File: config.mk
export PLATFORM = sky130hd
export DESIGN_NAME = cache_l1_nway
export DESIGN_NICKNAME = d
export VERILOG_FILES = /design/src/rtl/cache_pkg.sv /design/src/rtl/cache_lru_nway.sv /design/src/rtl/cache_l1_nway.sv
export SDC_FILE = /design/constraint.sdc
export NUM_CORES = 1
export LEC_CHECK = 0
export BUFFER_PORTS_ARGS = -buffer_cell sky130_fd_sc_hd__buf_4
export CAP_MARGIN = 30
export CORE_MARGIN = 1
export CORE_UTILIZATION = 45
export CTS_BUF_LIST = sky130_fd_sc_hd__clkbuf_8
export DETAILED_ROUTE_END_ITERATION = 10
export PLACE_DENSITY_LB_ADDON = 0.2
export REMOVE_ABC_BUFFERS = 1
export SLEW_MARGIN = 30
export SYNTH_ARGS = -nofsm -noshare
export SYNTH_HDL_FRONTEND = slang
export SYNTH_SLANG_ARGS = --single-unit
File: constraint.sdc
create_clock -name clk -period 4.2 [get_ports clk]
set_clock_uncertainty 0.2 [all_clocks]
set_input_delay 0.21 -clock clk [delete_from_list [all_inputs] [get_ports clk]]
set_output_delay 0.21 -clock clk [all_outputs]
set_load 0.02 [all_outputs]
File: src/rtl/cache_pkg.sv
// Shared types and field-width helpers for the N-way L1 cache.
package cache_pkg;

  typedef enum logic [2:0] {
    S_IDLE,
    S_LOOKUP,
    S_FILL,
    S_WRITE,
    S_RESP
  } state_t;

  function automatic int index_w(input int sets);
    return $clog2(sets);
  endfunction

  function automatic int off_w(input int words);
    return $clog2(words);
  endfunction

  function automatic int age_w(input int ways);
    return $clog2(ways);
  endfunction

  function automatic int tag_w(input int addr_w, input int sets, input int words);
    return addr_w - $clog2(sets) - $clog2(words);
  endfunction

endpackage

File: src/rtl/cache_lru_nway.sv
// True-LRU age array, one age per way per set; reports the oldest way of the addressed set.
module cache_lru_nway
  import cache_pkg::*;
#(
  parameter int WAYS = 2,
  parameter int SETS = 2,
  localparam int INDEX_W = index_w(SETS),
  localparam int AGE_W = age_w(WAYS)
) (
  input  logic               clk,
  input  logic               reset,
  input  logic [INDEX_W-1:0] set,
  input  logic               touch,
  input  logic [AGE_W-1:0]   way,
  output logic [AGE_W-1:0]   victim
);

  logic [AGE_W-1:0] age [SETS][WAYS];

  // Ages stay a permutation of 0..WAYS-1, so exactly one way holds the maximum.
  always_ff @(posedge clk or posedge reset) begin
    if (reset) begin
      for (int s = 0; s < SETS; s++)
        for (int w = 0; w < WAYS; w++)
          age[s][w] <= AGE_W'(w);
    end else if (touch) begin
      for (int w = 0; w < WAYS; w++) begin
        if (AGE_W'(w) == way)
          age[set][w] <= '0;
        else if (age[set][w] < age[set][way])
          age[set][w] <= age[set][w] + 1'b1;
      end
    end
  end

  always_comb begin
    victim = '0;
    for (int w = 0; w < WAYS; w++)
      if (age[set][w] == AGE_W'(WAYS - 1))
        victim = AGE_W'(w);
  end

endmodule

File: src/rtl/cache_l1_nway.sv
// N-way set-associative write-through, no-write-allocate L1 cache with true-LRU replacement.
// Optional hit/miss counters are built when CACHE_STATS_EN is defined.
//   state    | meaning
//   S_IDLE   | ready, waiting for a CPU request
//   S_LOOKUP | parallel tag compare of the addressed set
//   S_FILL   | line refill from memory, one beat per ack
//   S_WRITE  | store forwarded to memory, waiting for ack
//   S_RESP   | one-cycle response to the CPU
module cache_l1_nway
  import cache_pkg::*;
#(
  parameter int ADDR_W = 7,
  parameter int DATA_W = 16,
  parameter int WAYS   = 2,
  parameter int SETS   = 2,
  parameter int WORDS  = 2
) (
  input  logic              clk,
  input  logic              reset,
  input  logic              cpu_req,
  input  logic              cpu_wren,
  input  logic [ADDR_W-1:0] cpu_addr,
  input  logic [DATA_W-1:0] cpu_wdata,
  output logic              cpu_ready,
  output logic              cpu_valid,
  output logic              hit,
  output logic [DATA_W-1:0] q,
  output logic              mem_req,
  output logic              mem_we,
  output logic [ADDR_W-1:0] mem_addr,
  output logic [DATA_W-1:0] mem_wdata,
  input  logic [DATA_W-1:0] mem_rdata,
  input  logic              mem_ack
`ifdef CACHE_STATS_EN
  ,
  output logic [31:0]       stat_hits,
  output logic [31:0]       stat_misses
`endif
);

  localparam int INDEX_W = index_w(SETS);
  localparam int OFF_W   = off_w(WORDS);
  localparam int TAG_W   = tag_w(ADDR_W, SETS, WORDS);
  localparam int WAY_W   = age_w(WAYS);

  state_t state, state_nxt;

  logic              req_wren;
  logic [ADDR_W-1:0] req_addr;
  logic [DATA_W-1:0] req_wdata;
  logic [TAG_W-1:0]  req_tag;
  logic [INDEX_W-1:0] req_idx;
  logic [OFF_W-1:0]  req_off;
  assign {req_tag, req_idx, req_off} = req_addr;

  logic [WAYS-1:0]   valid_arr [SETS];
  logic [TAG_W-1:0]  tag_arr   [SETS][WAYS];
  logic [DATA_W-1:0] data_arr  [SETS][WAYS][WORDS];

  logic              lk_hit, any_inv;
  logic [WAY_W-1:0]  lk_way, inv_way, lru_victim, victim;
  logic              hit_r, gap;
  logic [WAY_W-1:0]  way_r;
  logic [OFF_W:0]    beat;
  logic [DATA_W-1:0] q_r;
  logic              fill_ack, fill_last, lru_touch;
  logic [WAY_W-1:0]  lru_way;

  // Descending scan so the lowest-index match / invalid way wins.
  always_comb begin
    lk_hit  = 1'b0;
    lk_way  = '0;
    any_inv = 1'b0;
    inv_way = '0;
    for (int w = WAYS - 1; w >= 0; w--) begin
      if (valid_arr[req_idx][w] && tag_arr[req_idx][w] == req_tag) begin
        lk_hit = 1'b1;
        lk_way = WAY_W'(w);
      end
      if (!valid_arr[req_idx][w]) begin
        any_inv = 1'b1;
        inv_way = WAY_W'(w);
      end
    end
  end

  assign victim    = any_inv ? inv_way : lru_victim;
  assign fill_ack  = (state == S_FILL) && !gap && mem_ack;
  assign fill_last = fill_ack && (beat == (OFF_W+1)'(WORDS - 1));

  always_comb begin
    lru_touch = 1'b0;
    lru_way   = '0;
    if (state == S_LOOKUP && lk_hit) begin
      lru_touch = 1'b1;
      lru_way   = lk_way;
    end else if (fill_last) begin
      lru_touch = 1'b1;
      lru_way   = way_r;
    end
  end

  cache_lru_nway #(.WAYS(WAYS), .SETS(SETS)) u_lru (
    .clk    (clk),
    .reset  (reset),
    .set    (req_idx),
    .touch  (lru_touch),
    .way    (lru_way),
    .victim (lru_victim)
  );

  always_ff @(posedge clk or posedge reset) begin
    if (reset) state <= S_IDLE;
    else       state <= state_nxt;
  end

  always_comb begin
    state_nxt = state;
    case (state)
      S_IDLE:   if (cpu_req) state_nxt = S_LOOKUP;
      S_LOOKUP: state_nxt = req_wren ? S_WRITE : (lk_hit ? S_RESP : S_FILL);
      S_FILL:   if (fill_last) state_nxt = S_RESP;
      S_WRITE:  if (mem_ack) state_nxt = S_RESP;
      S_RESP:   state_nxt = S_IDLE;
      default:  state_nxt = S_IDLE;
    endcase
  end

  always_comb begin
    cpu_ready = (state == S_IDLE);
    cpu_valid = (state == S_RESP);
    hit       = (state == S_RESP) && hit_r;
    q         = (state == S_RESP) ? q_r : '0;
    mem_req   = 1'b0;
    mem_we    = 1'b0;
    mem_addr  = '0;
    mem_wdata = '0;
    if (state == S_FILL) begin
      mem_req  = !gap;
      mem_addr = {req_tag, req_idx, beat[OFF_W-1:0]};
    end else if (state == S_WRITE) begin
      mem_req   = 1'b1;
      mem_we    = 1'b1;
      mem_addr  = req_addr;
      mem_wdata = req_wdata;
    end
  end

  // Valid bits are only set on the last beat, so an aborted refill leaves the way invalid.
  always_ff @(posedge clk or posedge reset) begin
    if (reset) begin
      req_wren  <= 1'b0;
      req_addr  <= '0;
      req_wdata <= '0;
      hit_r     <= 1'b0;
      way_r     <= '0;
      beat      <= '0;
      gap       <= 1'b0;
      q_r       <= '0;
      for (int s = 0; s < SETS; s++) valid_arr[s] <= '0;
    end else begin
      case (state)
        S_IDLE: if (cpu_req) begin
          req_wren  <= cpu_wren;
          req_addr  <= cpu_addr;
          req_wdata <= cpu_wdata;
        end
        S_LOOKUP: begin
          hit_r <= lk_hit;
          way_r <= lk_hit ? lk_way : victim;
          beat  <= '0;
          gap   <= 1'b0;
          q_r   <= lk_hit ? data_arr[req_idx][lk_way][req_off] : '0;
        end
        S_FILL: begin
          if (gap) begin
            gap <= 1'b0;
          end else if (mem_ack) begin
            beat <= beat + 1'b1;
            gap  <= 1'b1;
            if (beat[OFF_W-1:0] == req_off) q_r <= mem_rdata;
            if (fill_last) valid_arr[req_idx][way_r] <= 1'b1;
          end
        end
        default: ;
      endcase
    end
  end

  always_ff @(posedge clk) begin
    if (fill_ack) data_arr[req_idx][way_r][beat[OFF_W-1:0]] <= mem_rdata;
    if (fill_last) tag_arr[req_idx][way_r] <= req_tag;
    if (state == S_LOOKUP && req_wren && lk_hit)
      data_arr[req_idx][lk_way][req_off] <= req_wdata;
  end

`ifdef CACHE_STATS_EN
  always_ff @(posedge clk or posedge reset) begin
    if (reset) begin
      stat_hits   <= '0;
      stat_misses <= '0;
    end else if (state == S_RESP) begin
      if (hit_r) begin
        if (stat_hits != '1) stat_hits <= stat_hits + 1'b1;
      end else begin
        if (stat_misses != '1) stat_misses <= stat_misses + 1'b1;
      end
    end
  end
`endif

endmodule

# Word level (Yosys, flattened, before mapping)

Memory sizes are Yosys's and may differ from the RTL's.
Cells that the tools add are included.

Register bits after elaboration: 56
Bits in latches: 0
Memory bits (writable): 148
Memory bits (read-only): 0
Input port bits: 44
Output and inout port bits: 44
Word-level logic and storage cells: 295
Memories: 2

Memory list:

| name     | depth | width | read ports | clocked after memory_dff | wr ports | line                | source |
|---|---|---|---|---|---|---|---|
| data_arr | 2     | 64    | 1          | 0                        | 1        | cache_l1_nway.sv:58 | `logic [DATA_W-1:0] data_arr [SETS][WAYS][WORDS];` |
| tag_arr  | 2     | 10    | 1          | 0                        | 1        | cache_l1_nway.sv:57 | `logic [TAG_W-1:0] tag_arr [SETS][WAYS];` |

Add/sub/neg operators: 3
$mul: 0
Divide/modulo/power cells: 0
Order comparisons: 15
Equal/unequal tests: 14
Shift operators: 0
Mux-type cells: 147
Bitwise logic cells: 76
Reduce and logical (&&, ||, !) cells: 23

Operators by type and width:

| cell                                                                  | count |
|---|---|
| 16-bit 2-to-1 mux                                                     | 12 |
| 32-bit 2-to-1 mux                                                     | 5 |
| 64-bit 2-to-1 mux                                                     | 2 |
| 1-bit 2-to-1 mux                                                      | 89 |
| 32-bit demux with 1-bit select                                        | 2 |
| 1-bit OR                                                              | 64 |
| 16-bit demux with 1-bit select                                        | 2 |
| 16-bit one-hot mux with 2 select lines                                | 1 |
| 2-bit 2-to-1 mux                                                      | 10 |
| 4-bit 2-to-1 mux                                                      | 5 |
| 1-bit logical AND                                                     | 15 |
| 3-bit 2-to-1 mux                                                      | 5 |
| 7-bit 2-to-1 mux                                                      | 2 |
| 2-bit greater-or-equal comparator (second input constant)             | 6 |
| 1-bit inverter with 2-bit output                                      | 6 |
| 3-bit one-hot mux with 4 select lines                                 | 1 |
| 5-bit equality test                                                   | 2 |
| 2-bit by 1-bit < comparator with 1-bit output (second input constant) | 5 |
| 10-bit 2-to-1 mux                                                     | 1 |
| 2-bit inequality test (second input constant)                         | 5 |
| 4-bit bitwise AND                                                     | 2 |
| 4-bit bitwise mux                                                     | 2 |
| 4-bit inverter                                                        | 2 |
| 4-bit AND reduction                                                   | 2 |
| 24 further kinds                                                      | 30 |

# Longest topological paths before layout

Depth after elaboration: 20
Gate-level depth with buffers: 10
Depth with buffers taken out: 7

# Modules after synthesis

A second synthesis with hierarchy kept.

Cells, all modules: 687
Area total of the unflattened synthesis: 9431.5 um^2

Modules (own cells, without submodules):

| module         | instances | cells an instance | area an instance (um^2) | seq. area each (um^2) |
|---|---|---|---|---|
| cache_l1_nway  | 1         | 671               | 9243.9                  | 5745.5 |
| cache_lru_nway | 1         | 16                | 187.7                   | 102.6 |

# Worst setup path after synthesis

Ideal clock, no wire load.

Path type: flip-flop to flip-flop
Start: register req_addr[1]
End: memory data_arr[1][0] (netlist name), enable pin
Setup time: 414 ps
Arrival time: 3123 ps
Data required time: 3586 ps
Path slack: 464 ps
Cell stages (with the launch flop): 10
Buffers on the path: 4
Period minus slack after synthesis: 3736 ps
Path through: dfrtp_1 > buf_6 > buf_6 > o32ai_2 > nand4_1 > or2_1 > or3_1 > buf_6 > buf_8 > a21boi_0

Word-level cells in the longest chain between the ends: 14
Elaborated cells on any way between the ends: 22
Classes of those cells: order compare (2); eq/ne (2); mux (10); bitwise (3); reduce/logical (4); memory (1)

RTL lines:

| what                                                                            | line                 | source |
|---|---|---|
| start: declaration                                                              | cache_l1_nway.sv:49  | `logic [ADDR_W-1:0] req_addr;` |
| start signal: assignment                                                        | cache_l1_nway.sv:165 | `req_addr <= cpu_addr;` |
| parallel branches: the longest is 14 deep, another holds memory read 2 x 10 bit | -                    |  |
| end: declaration                                                                | cache_l1_nway.sv:58  |  |

Parallel ways; which one is timed is not known. The select of a mux whose other input is x is not followed.

# Final worst setup path

Start: register req_addr[1]
End: memory data_arr[1][2] (netlist name), enable pin

The elaborated chain is that of the path after synthesis.

==> flow_metrics.py <==
metrics = {
    "power_and_ir_drop": {
        "p_leak_nw": 4.52,
        "p_per_area_nw_per_um2": 569,
        "max-vdd-ir-drop_uv": 289,
    },
    "place": {
        "gp_congestion": 0.793,
        "dpl_cell_area_um2": 10400,
        "dp_cells": 985,
        "port_buffers": 87,
        "dp_hpwl_um": 15100,
    },
    "worst_setup_path": {
        "worstPathRequired_ns": 4.19,
        "end_kind": "flip-flop",
        "crit_fanout": 22,
        "startpoint_type": "flip-flop",
        "critical_path_class": "reg -> reg",
        "crit_arrival_ns": 3.43,
    },
    "timing": {
        "final-hold-violation-count": 0,
        "fmax_ghz": 0.290,
        "worstMarginPinSlew_ns": 0.866,
        "finalCritPeriodShare_pct": 82.0,
        "rsz0062_at_grt": "false",
        "holdWs_ns": 0.210,
        "drv_slew": 0,
        "relSlewSlack_pct": 42.0,
        "fin_tns_setup_ns": 0,
        "setup_violations": 0,
        "min_period_ns": 3.44,
    },
    "clocking": {
        "tritoncts": "done",
        "cts_made_buffers": 36,
        "post_cts_buffers": 0,
        "worst_skew_pair.late_latency_ns": 0.52,
        "ctsResizeCount": 0,
        "cts-root-buf": "clkbuf_8",
        "clock_sinks": 204,
        "cts_max_level": 2,
        "clkSlewWorstSetupHoldPaths_ns": 0.06,
        "cts.path.max_buffers": 3,
    },
    "global_routing": {
        "overflow": 0,
        "grt_use_total_pct": 23.1,
        "grt_pass1_vias": 6577,
        "grt_pass1_wl_um": 37200,
        "grt_max_degree": 48,
        "antenna_found_initial": 0,
    },
    "yosys": {
        "synth_top_family_by_area": "multiplexers",
        "synth_compound_area_share_pct": 5.48,
        "synth.distinct_cells": 48,
        "ys_async_sr_fraction_pct": 27.5,
        "synth_edf_count": 148,
        "synth_xor_xnor_area_share_pct": 1.21,
        "yosys_most_used_dff": "edfxtp_1",
        "synthCells": 637,
        "yosys_warnings": 0,
        "synth.avg_cell_area_um2": 14.8,
        "synth-seq-cells": 204,
        "synth_adder_area_share_pct": 0.133,
        "netlist_area_um2": 9410,
        "yosys.area_share.simple_pct": 8.29,
        "yosysSeqAreaShare_pct": 62.2,
        "synth_mux_area_share_pct": 20.4,
    },
    "job": {
        "maxCapViolCount": 0,
    },
    "hold_path": {
        "hold_class": "in -> async",
    },
    "routing": {
        "routed_wl_um": 23900,
        "first_pass_iters": 4,
        "wl_per_cell_um": 21.9,
        "route.detailed.drc": 0,
        "ant_nets": 0,
        "vias": 6046,
        "viasPerCell": 5.54,
        "drt_iter0_drc": 411,
    },
    "final_layout": {
        "layout_commonest_cell": "edfxtp_1",
        "diodes": 0,
        "area_growth_pct": 22.3,
        "final_cell_count_no_fill": 1092,
        "final_util_pct": 56.5,
        "fill_cells": 1687,
        "drive_gt1_share_pct": 35.6,
        "finalInstanceArea_um2": 11500,
        "nNetsFinal": 841,
        "layout_common_cells": "148 x edfxtp_1, 114 x buf_4, 88 x mux2_2",
    },
    "floorplanning": {
        "ioPinCount": 88,
        "initial_core_util_pct": 46.2,
        "num_rows": 52,
        "dieWidth_um": 147,
        "placeableCoreArea_um2": 20400,
        "die_area_um2": 21500,
        "die_y_um": 147,
    },
    "outcome": {
        "outcome": "completed",
    },
}
[cells in the mapped netlist (4+ instances only)]
cell / count / area share, %
o211ai_1: 5 / 0.40
dfrtp_1: 54 / 14
a221o_1: 8 / 0.85
nand2b_1: 4 / 0.27
edfxtp_1: 148 / 47
and2_1: 26 / 1.7
buf_2: 6 / 0.32
buf_6: 4 / 0.48
mux2_2: 88 / 11
nor2_1: 20 / 0.80
o22ai_1: 4 / 0.27
mux4_2: 21 / 5.0
mux2_4: 8 / 1.3
inv_1: 10 / 0.40
xnor2_1: 5 / 0.47
nand2_1: 27 / 1.1
or2_2: 5 / 0.33
xor2_1: 8 / 0.75
nor3_1: 6 / 0.32
nor2b_1: 6 / 0.40
and3_1: 31 / 2.1
a21oi_1: 22 / 1.2
clkbuf_1: 20 / 0.80
o22a_1: 4 / 0.37
o21ai_0: 21 / 1.1
mux2i_1: 33 / 3.5
buf_1: 5 / 0.20
nand3_1: 6 / 0.32
[per-stage QoR]
| step | total power [mW] | setup slack (ns) |
|---|---|---|
| floorplan | 4.15 | -1.54 |
| finish | 6.54 | 0.756 |
| CTS | 6.59 | 0.756 |
| global placement | 4.84 | 0.722 |
| detailed placement | 4.91 | 0.767 |
| global route | 6.88 | 0.636 |
[cell families after synthesis]
group / Yosys count
DFF: 204
muxes: 150
and+or+nand+nor: 144
AOI/OAI and AO/OA: 79
buffers and inverters: 46
xor gates and xnor gates: 13
adders and majority gates: 1
[routing by layer]
| metal | share of wire, % | vias up | wire length, um | GRT usage, % |
|---|---|---|---|---|
| met5 | 0 | - | 0 | 0 |
| met4 | 2.1 | 0 | 512 | 7.08 |
| met3 | 4.9 | 42 | 1170 | 3.91 |
| met2 | 50 | 171 | 11900 | 39.4 |
| met1 | 43 | 3086 | 10300 | 30.3 |
| li1 | - | 2747 | - | - |
[worst max-delay path: stages, from the launching register on]
cell	delay [ns]
dfrtp_4	0.55
buf_4	0.40
mux2i_1	0.26
xnor2_1	0.12
or2_1	0.30
or3_2	0.77
a21boi_2	0.22
buf_4	0.29
[where the power goes]
| part | switching (mW) | internal [mW] | total [mW] |
|---|---|---|---|
| sequential | 0.384 | 2.51 | 2.90 |
| clock | 0.788 | 0.836 | 1.62 |
| combinational | 1.10 | 0.925 | 2.02 |
[area by class of cell]
class                      count  area (um^2)  share of cell area [%]
multi-input combinational    387         3360                    29.2
clock inverter                26          110                   0.957
sequential                   204         5850                    50.9
inverter                      10         37.5                   0.326
timing repair buffer         157         1290                    11.2
clock buffer                  38          523                    4.55
tap                          270          338                    2.94
[repair_timing]
| action | CTS | global route |
|---|---|---|
| hold buffers | 43 | 0 |
| setup endpoints to repair | 0 | 0 |
| hold endpoints to repair | 200 | 0 |
[worst paths after layout]
check / start / to / slack (ns) / cells after the start
worst max-delay path: req_addr[1]$_DFFE_PP0P_ / data_arr[1][2]$_DFFE_PP_ / 0.76 / 7
worst min-delay path: reset / req_addr[0]$_DFFE_PP0P_ / 0.21 / 3
worst max register to register: req_addr[1]$_DFFE_PP0P_ / data_arr[1][2]$_DFFE_PP_ / 0.76 / 7
worst min register to register: valid_arr[0]$_DFFE_PP0P_ / valid_arr[0]$_DFFE_PP0P_ / 0.27 / 1
max in group asynchronous: reset / q_r[13]$_DFFE_PP0P_ / 2.70 / 4
min in group clk: cpu_req / req_addr[4]$_DFFE_PP0P_ / 0.24 / 3
[state kept, by name, indices dropped and copies added, names as in the netlist]
register and count:
way_r 1, req_addr 7, q_r 16, req_wren 1
valid_arr 4, gap 1, hit_r 1, beat 2
state 3, tag_arr 20, data_arr 128, u_lru.age 4
req_wdata 16
Note: power is estimated with default switching activity, not from simulation.
